## src/rtl/button_event_fsm_pkg.sv

```systemverilog
// button_event_fsm_pkg: state encodings and default tick counts for button_event_fsm.
package button_event_fsm_pkg;
    localparam logic [2:0] IDLE           = 3'd0;
    localparam logic [2:0] PRESSED        = 3'd1;
    localparam logic [2:0] LONG_HELD      = 3'd2;
    localparam logic [2:0] WAIT_SECOND    = 3'd3;
    localparam logic [2:0] SECOND_PRESSED = 3'd4;
    localparam int LONG_TICKS_DEF   = 100_000_000;
    localparam int DOUBLE_TICKS_DEF = 25_000_000;
endpackage

```

## src/rtl/button_event_fsm_edge_detect.sv

```systemverilog
// button_event_fsm_edge_detect: rise/fall strobes of the debounced level; resets high so a held button is not a press.
module button_event_fsm_edge_detect (
    input  logic clk,
    input  logic rst_n,
    input  logic clean,
    output logic rise,
    output logic fall
);
    logic clean_d;
    always_ff @(posedge clk or negedge rst_n) begin
        if (!rst_n) clean_d <= 1'b1;
        else        clean_d <= clean;
    end
    assign rise = clean & ~clean_d;
    assign fall = ~clean & clean_d;
endmodule

```

## src/rtl/button_event_fsm.sv

```systemverilog
// button_event_fsm: classifies debounced presses into short/long/double one-cycle events with a wrapping event count.
module button_event_fsm
    import button_event_fsm_pkg::*;
#(
    parameter int LONG_TICKS   = LONG_TICKS_DEF,
    parameter int DOUBLE_TICKS = DOUBLE_TICKS_DEF,
    parameter int TMR_W        = 27,
    parameter int CNT_W        = 8
) (
    input  logic             CLK,
    input  logic             RST_N,
    input  logic             CLEAN,
    output logic             SHORT_PRESS,
    output logic             LONG_PRESS,
    output logic             DOUBLE_PRESS,
    output logic             HELD,
    output logic [CNT_W-1:0] PRESS_COUNT
);
    localparam logic [TMR_W-1:0] LONG_MAX   = TMR_W'(LONG_TICKS - 1);
    localparam logic [TMR_W-1:0] DOUBLE_MAX = TMR_W'(DOUBLE_TICKS - 1);

    logic             rise, fall;
    logic [2:0]       state, state_nxt;
    logic [TMR_W-1:0] timer, timer_nxt;
    logic             short_nxt, long_nxt, double_nxt, held_nxt;

    button_event_fsm_edge_detect u_edge (
        .clk   (CLK),
        .rst_n (RST_N),
        .clean (CLEAN),
        .rise  (rise),
        .fall  (fall)
    );

    always_ff @(posedge CLK or negedge RST_N) begin
        if (!RST_N) begin
            state        <= IDLE;
            timer        <= '0;
            SHORT_PRESS  <= 1'b0;
            LONG_PRESS   <= 1'b0;
            DOUBLE_PRESS <= 1'b0;
            HELD         <= 1'b0;
            PRESS_COUNT  <= '0;
        end else begin
            state        <= state_nxt;
            timer        <= timer_nxt;
            SHORT_PRESS  <= short_nxt;
            LONG_PRESS   <= long_nxt;
            DOUBLE_PRESS <= double_nxt;
            HELD         <= held_nxt;
            PRESS_COUNT  <= PRESS_COUNT + CNT_W'(short_nxt | long_nxt | double_nxt);
        end
    end

    // The timer stops at each compare value because leaving the state is the only way past it.
    always_comb begin
        state_nxt = state;
        timer_nxt = timer;
        case (state)
            IDLE: if (rise) begin
                state_nxt = PRESSED;
                timer_nxt = '0;
            end
            PRESSED: if (fall) begin
                state_nxt = WAIT_SECOND;
                timer_nxt = '0;
            end else if (timer == LONG_MAX) state_nxt = LONG_HELD;
            else timer_nxt = timer + 1'b1;
            LONG_HELD: if (fall) state_nxt = IDLE;
            WAIT_SECOND: if (rise) begin
                state_nxt = SECOND_PRESSED;
                timer_nxt = '0;
            end else if (timer == DOUBLE_MAX) state_nxt = IDLE;
            else timer_nxt = timer + 1'b1;
            SECOND_PRESSED: if (fall) state_nxt = IDLE;
            default: state_nxt = IDLE;
        endcase
    end

    always_comb begin
        long_nxt   = state == PRESSED && !fall && timer == LONG_MAX;
        short_nxt  = state == WAIT_SECOND && !rise && timer == DOUBLE_MAX;
        double_nxt = state == SECOND_PRESSED && fall;
        held_nxt   = state_nxt == LONG_HELD;
    end
endmodule

```

## config.mk

```make
export PLATFORM = sky130hd
export DESIGN_NAME = button_event_fsm
export DESIGN_NICKNAME = d
export VERILOG_FILES = /design/src/rtl/button_event_fsm_pkg.sv /design/src/rtl/button_event_fsm_edge_detect.sv /design/src/rtl/button_event_fsm.sv
export SDC_FILE = /design/constraint.sdc
export NUM_CORES = 1
export LEC_CHECK = 0
export ABC_CLOCK_PERIOD_IN_PS = 3300
export BUFFER_PORTS_ARGS = -buffer_cell sky130_fd_sc_hd__buf_2
export CAP_MARGIN = 15
export CORE_ASPECT_RATIO = 1.75
export CORE_MARGIN = 1
export CORE_UTILIZATION = 40
export CTS_BUF_LIST = sky130_fd_sc_hd__clkbuf_4 sky130_fd_sc_hd__clkbuf_8
export CTS_CLUSTER_DIAMETER = 150
export DETAILED_ROUTE_END_ITERATION = 16
export SLEW_MARGIN = 30
export SYNTH_ARGS = -nofsm -noshare
export SYNTH_HDL_FRONTEND = slang
export SYNTH_SLANG_ARGS = --single-unit
```

## constraint.sdc

```tcl
create_clock -name CLK -period 3.3 [get_ports CLK]
set_clock_uncertainty 0.2 [all_clocks]
set_input_delay 0.66 -clock CLK [delete_from_list [all_inputs] [get_ports CLK]]
set_output_delay 0.66 -clock CLK [all_outputs]
set_load 0.01 [all_outputs]
```

## After elaboration in Yosys (flattened, before gate mapping)

Cells that the tools add are included.

- Flip-flop bits (word level): 43
- Input port bits: 3
- Logic and storage cells: 50

- Add/subtract/negate cells: 2
- Equal/unequal tests: 10
- Muxes and demuxes: 13
- Bitwise logic cells: 6
- Reductions and logical operators: 11

Operators with widths:

| operator | number |
|---|---|
| two-way mux 27 bit | 5 |
| one-hot mux 27 bit (3 select lines) | 1 |
| adder 27 x 1 -> 27 bit, second input constant | 1 |
| equality test 27 x 25 -> 1 bit, second input constant | 1 |
| equality test 27 bit, second input constant | 1 |
| two-way mux 3 bit | 6 |
| one-hot mux 3 bit (4 select lines) | 1 |
| equality test 3 x 2 -> 1 bit, second input constant | 3 |
| adder 8 x 1 -> 8 bit | 1 |
| != test 3 bit, second input constant | 2 |
| logical AND 1 bit | 5 |
| AND reduction 4 bit | 1 |
| equality test 3 x 1 -> 1 bit, second input constant | 1 |
| equality test 3 bit, second input constant | 1 |
| logical NOT 3 bit | 1 |
| nonzero test 3 bit | 1 |
| AND 1 bit | 2 |
| logical NOT 1 bit | 2 |
| != test 2 bit, second input constant | 1 |
| NOT 1 bit | 2 |
| OR 1 bit | 2 |
| OR reduction 2 bit | 1 |

## Depth between registers and ports, before layout

- Depth after elaboration: 8
- Gate-level depth with buffers: 11

## Modules after synthesis

Synthesis repeated with hierarchy kept, for this count alone.

- Cells, all modules: 244
- Area, all modules: 2367.3 sq um

By module, submodules not included:

| module | times used | cells each | area each (sq um) | seq. area each (sq um) |
|---|---|---|---|---|
| button_event_fsm | 1 | 241 | 2326.0 | 1051.0 |
| button_event_fsm_edge_detect | 1 | 3 | 41.3 | 26.3 |

## Worst setup path after synthesis

Ideal clock, no wire load.

- Path type: register to register
- From: register timer[9]
- To: register PRESS_COUNT[6]
- Arrival: 2640 ps
- Data required time: 2975 ps
- Setup slack: 335 ps
- Cell stages (with the launch flop): 10
- Path buffers: 0
- Cells stage by stage: dfrtp_1 or4_1 or4_4 nor4b_4 or3_1 ha_1 ha_1 and3_1 nand3_1 xnor2_1

- Word-level cells in the longest chain between the ends: 5

RTL lines:

| item | line | RTL |
|---|---|---|
| start: declaration | button_event_fsm.sv:24 | `logic [TMR_W-1:0] timer, timer_nxt;` |
| start signal: assignment | button_event_fsm.sv:46 | `timer <= timer_nxt;` |
| equality test 27 bit | button_event_fsm.sv:81 | `long_nxt = state == PRESSED && !fall && timer == LONG_MAX;` |
| logical AND 1 bit | button_event_fsm.sv:81 |  |
| via long_nxt | button_event_fsm.sv:25 | `logic short_nxt, long_nxt, double_nxt, held_nxt;` |
| OR 1 bit (2 in series) | button_event_fsm.sv:51 | `PRESS_COUNT <= PRESS_COUNT + CNT_W'(short_nxt \| long_nxt \| double_nxt);` |
| adder 8 x 1 -> 8 bit | button_event_fsm.sv:51 |  |
| end signal: assignment | button_event_fsm.sv:51 |  |
| end: declaration | button_event_fsm.sv:17 | `output logic [CNT_W-1:0] PRESS_COUNT` |

The timed path passes the listed nets, and every way through them passes these cells.
A chain may end at the register's enable or synchronous reset.

## Final worst setup path

Ends and elaborated chain as after synthesis.

==> flow_metrics.tcl <==
set metrics [dict create \
    first_iter_violations 106 \
    gr-total-overflow 0 \
    reg2reg_depth 9 \
    reg2reg_slack_ps 290 \
    cts_max_level 2 \
    avgRoutedWirePerCell_microns 16.0 \
    drt_wl_total_mm 5.41 \
    fmax_mhz 332 \
    worst_pin_slew_ps 583 \
    synth_edf_count 0 \
    pwr_density_cell_nw_per_um2 581 \
    syn_avg_cell_area_sq_um 9.42 \
    initial_core_util_pct 42.0 \
    worstSetupPathType "flip-flop to flip-flop" \
    dieArea_sq_um 6240 \
    cts_resized 0 \
    drive_gt1_share_pct 12.5 \
    row_count 36 \
    ys_ff_latch 43 \
    diodes 0 \
    yosysTopAreaCell "dfrtp_1" \
    die_h_microns 104 \
    cell_internal_pwr_w 0.000988 \
    p_sw_share_pct 35.2 \
    holdCritPathClass "input pin to asynchronous set/reset pin" \
    post-route-period-util_pct 91.3 \
    drv_slew 0 \
    ys_warn_count 0 \
    area_growth_pct 11.0 \
    fillers 547 \
    cts.sinks 43 \
    fp.dieW_microns 60.1 \
    cts_buffers 5 \
    syn_inst 251 \
    core_area_sq_um 5630 \
    seq_power_share_pct 41.5 \
    synth.most_common_cell "dfrtp_1" \
    r2r-start "timer[9]" \
    hold_ws_ps 149 \
    cts_max_path_buffers 2 \
    drc_errors 0 \
    netlist_area_sq_um 2360 \
    first_pass_iters 4 \
    ys_types 46 \
    antenna_found_initial 0 \
    cts-root-buf "clkbuf_8" \
    r2r-end "PRESS_COUNT[6]" \
    port_buffers 14 \
    cts_tree "built" \
    insertion_delay_ps 300 \
    num_vias 2006 \
    ys_seq_area_share_pct 45.6 \
    p_leak_nw 1.15 \
    grt_max_degree 44 \
    grt_pass1_wl_mm 9.40 \
    grt_pass1_vias 1950 \
    synth_top_area_share_pct 44.4 \
    gp_congestion 0.833 \
    p_clk_share_pct 28.2 \
    synthTopCellsByCount "dfrtp_1 (42), o21ai_0 (22), nand2_1 (17), nand3_1 (17)" \
    endpoint_kind "flip-flop" \
    synth.net_count 257 \
    rsz0062_at_grt "no" \
    drv_cap 0 \
    ys.flop_type "dfrtp_1" \
    finalHoldViolCount 0 \
    tns_ps 0 \
    slew_headroom_pct 61.1 \
    p_switching_w 0.000537 \
    holdBufCountCts 0 \
    combPwrFrac_pct 30.3 \
    pin_count 15 \
    crit_arrival_ps 3000 \
    antenna_left 0 \
    track_usage_pct 19.6 \
    ys_top_cells_by_area "dfrtp_1 (44%), o21ai_0 (4.7%), o31ai_1 (3.8%), a31oi_1 (3.7%), nand3_1 (3.6%)" \
    critPathLaunchType "flip-flop" \
    cp_max_fo 4 \
    outcome "finished, final reports clean" \
    cp_data_required_time_ps 3290 \
    clkSlewWorstSetupHoldPaths_ps 80 \
    cts_setup_buffers 0 \
    dpl.hpwl_mm 3.84 \
    num-nets-final 268 \
    routed_via_density 5.92 \
    finalSetupViolations 0 \
    peakVddDrop_uv 269 \
    period_needed_ps 3010 \
    async_flop_share_pct 100 \
]
-- cells by family after synthesis --
family / Yosys count / share of synthesized area (%)
XOR/XNOR: 6 / 2.22
AND/OR/NAND/NOR: 96 / 24.3
flip-flops: 43 / 45.6
adder cells (fa/ha/maj): 3 / 1.59
buffers and inverters: 25 / 4.60
AO/OA/AOI/OAI: 76 / 20.8
multiplexers: 2 / 0.847
-- layout by cell type (no fill, tap or decap), types with 6 or more instances in the layout --
cell      synthesis  routed
a31oi_1          14      14
buf_4             0       8
nand3_1          17      17
a21oi_1           8       8
nand2b_1          8       8
buf_2             0      13
o31ai_1          12      12
o21ai_0          22      22
inv_1             8       8
nor3_1            7       7
dfrtp_1          42      42
clkbuf_8          0       6
and4_1            9       9
nand2_1          17      17
-- how the worst max path moves through the flow --
stage / end / slack [ps] / start / cells after the start
4_1_cts: PRESS_COUNT[6] / 270 / timer[9] / 9
2_1_floorplan: PRESS_COUNT[6] / 330 / timer[9] / 9
3_3_place_gp: PRESS_COUNT[6] / 320 / timer[17] / 9
5_1_grt: PRESS_COUNT[6] / 120 / timer[17] / 9
3_5_place_dp: PRESS_COUNT[6] / 290 / timer[9] / 9
6_report: PRESS_COUNT[6] / 290 / timer[9] / 9
-- layout make-up --
cell class / instances / area (sq um) / area share, %
Clock buffer: 6 / 82.6 / 3.15
Clock inverter: 2 / 35.0 / 1.34
Multi-Input combinational cell: 183 / 1180 / 44.9
Timing Repair Buffer: 21 / 125 / 4.77
Sequential cell: 43 / 1080 / 41.1
Tap cell: 76 / 95.1 / 3.62
Inverter: 8 / 30.0 / 1.14
-- metal layers --
layer  track usage [%]  part of all wire, %  wire length [microns]  vias up
met5                 0                    0                      0        -
met4              7.64                  2.1                    113        0
met3              3.62                  2.1                    113        9
met2              34.9                   56                   3010       29
met1              21.7                   40                   2180      996
li1                  -                    -                      -      972
-- state kept, by name (all words and copies together) (netlist names) --
register,cells
timer,27
PRESS_COUNT,8
state,3
DOUBLE_PRESS,1
HELD,1
LONG_PRESS,1
SHORT_PRESS,1
u_edge.clean_d,1
-- power by group through the flow --
stage / clock network [W] / logic [W] / registers (W)
after floorplan: 0 / 0.000353 / 0.000625
after global placement: 0 / 0.000469 / 0.000644
after detailed placement: 0 / 0.000470 / 0.000643
after CTS: 0.000440 / 0.000470 / 0.000633
after global routing: 0.000466 / 0.000529 / 0.000642
final: 0.000430 / 0.000462 / 0.000633
-- per-stage QoR --
step / area, sq um / total power, W / instances / util (%) / worst slack [ps]
CTS: 2620 / 0.00154 / 339 / 46.6 / 267
global route: 2620 / 0.00164 / 339 / 46.6 / 120
global placement: 2500 / 0.00111 / 331 / 44.5 / 324
finish: 2620 / 0.00153 / 339 / 46.6 / 286
detailed placement: 2510 / 0.00111 / 331 / 44.5 / 286
floorplan: 2360 / 0.000978 / 251 / - / 335
-- critical path: stages (launching register included) --
cell and delay, ps:
dfrtp_1 400, or4_1 570, or4_4 570, nor4b_4 230, or3_1 150, ha_1 180, ha_1 190, and3_1 200
nand3_1 100, xnor2_1 130
Note: power is estimated with default switching activity, not from simulation.
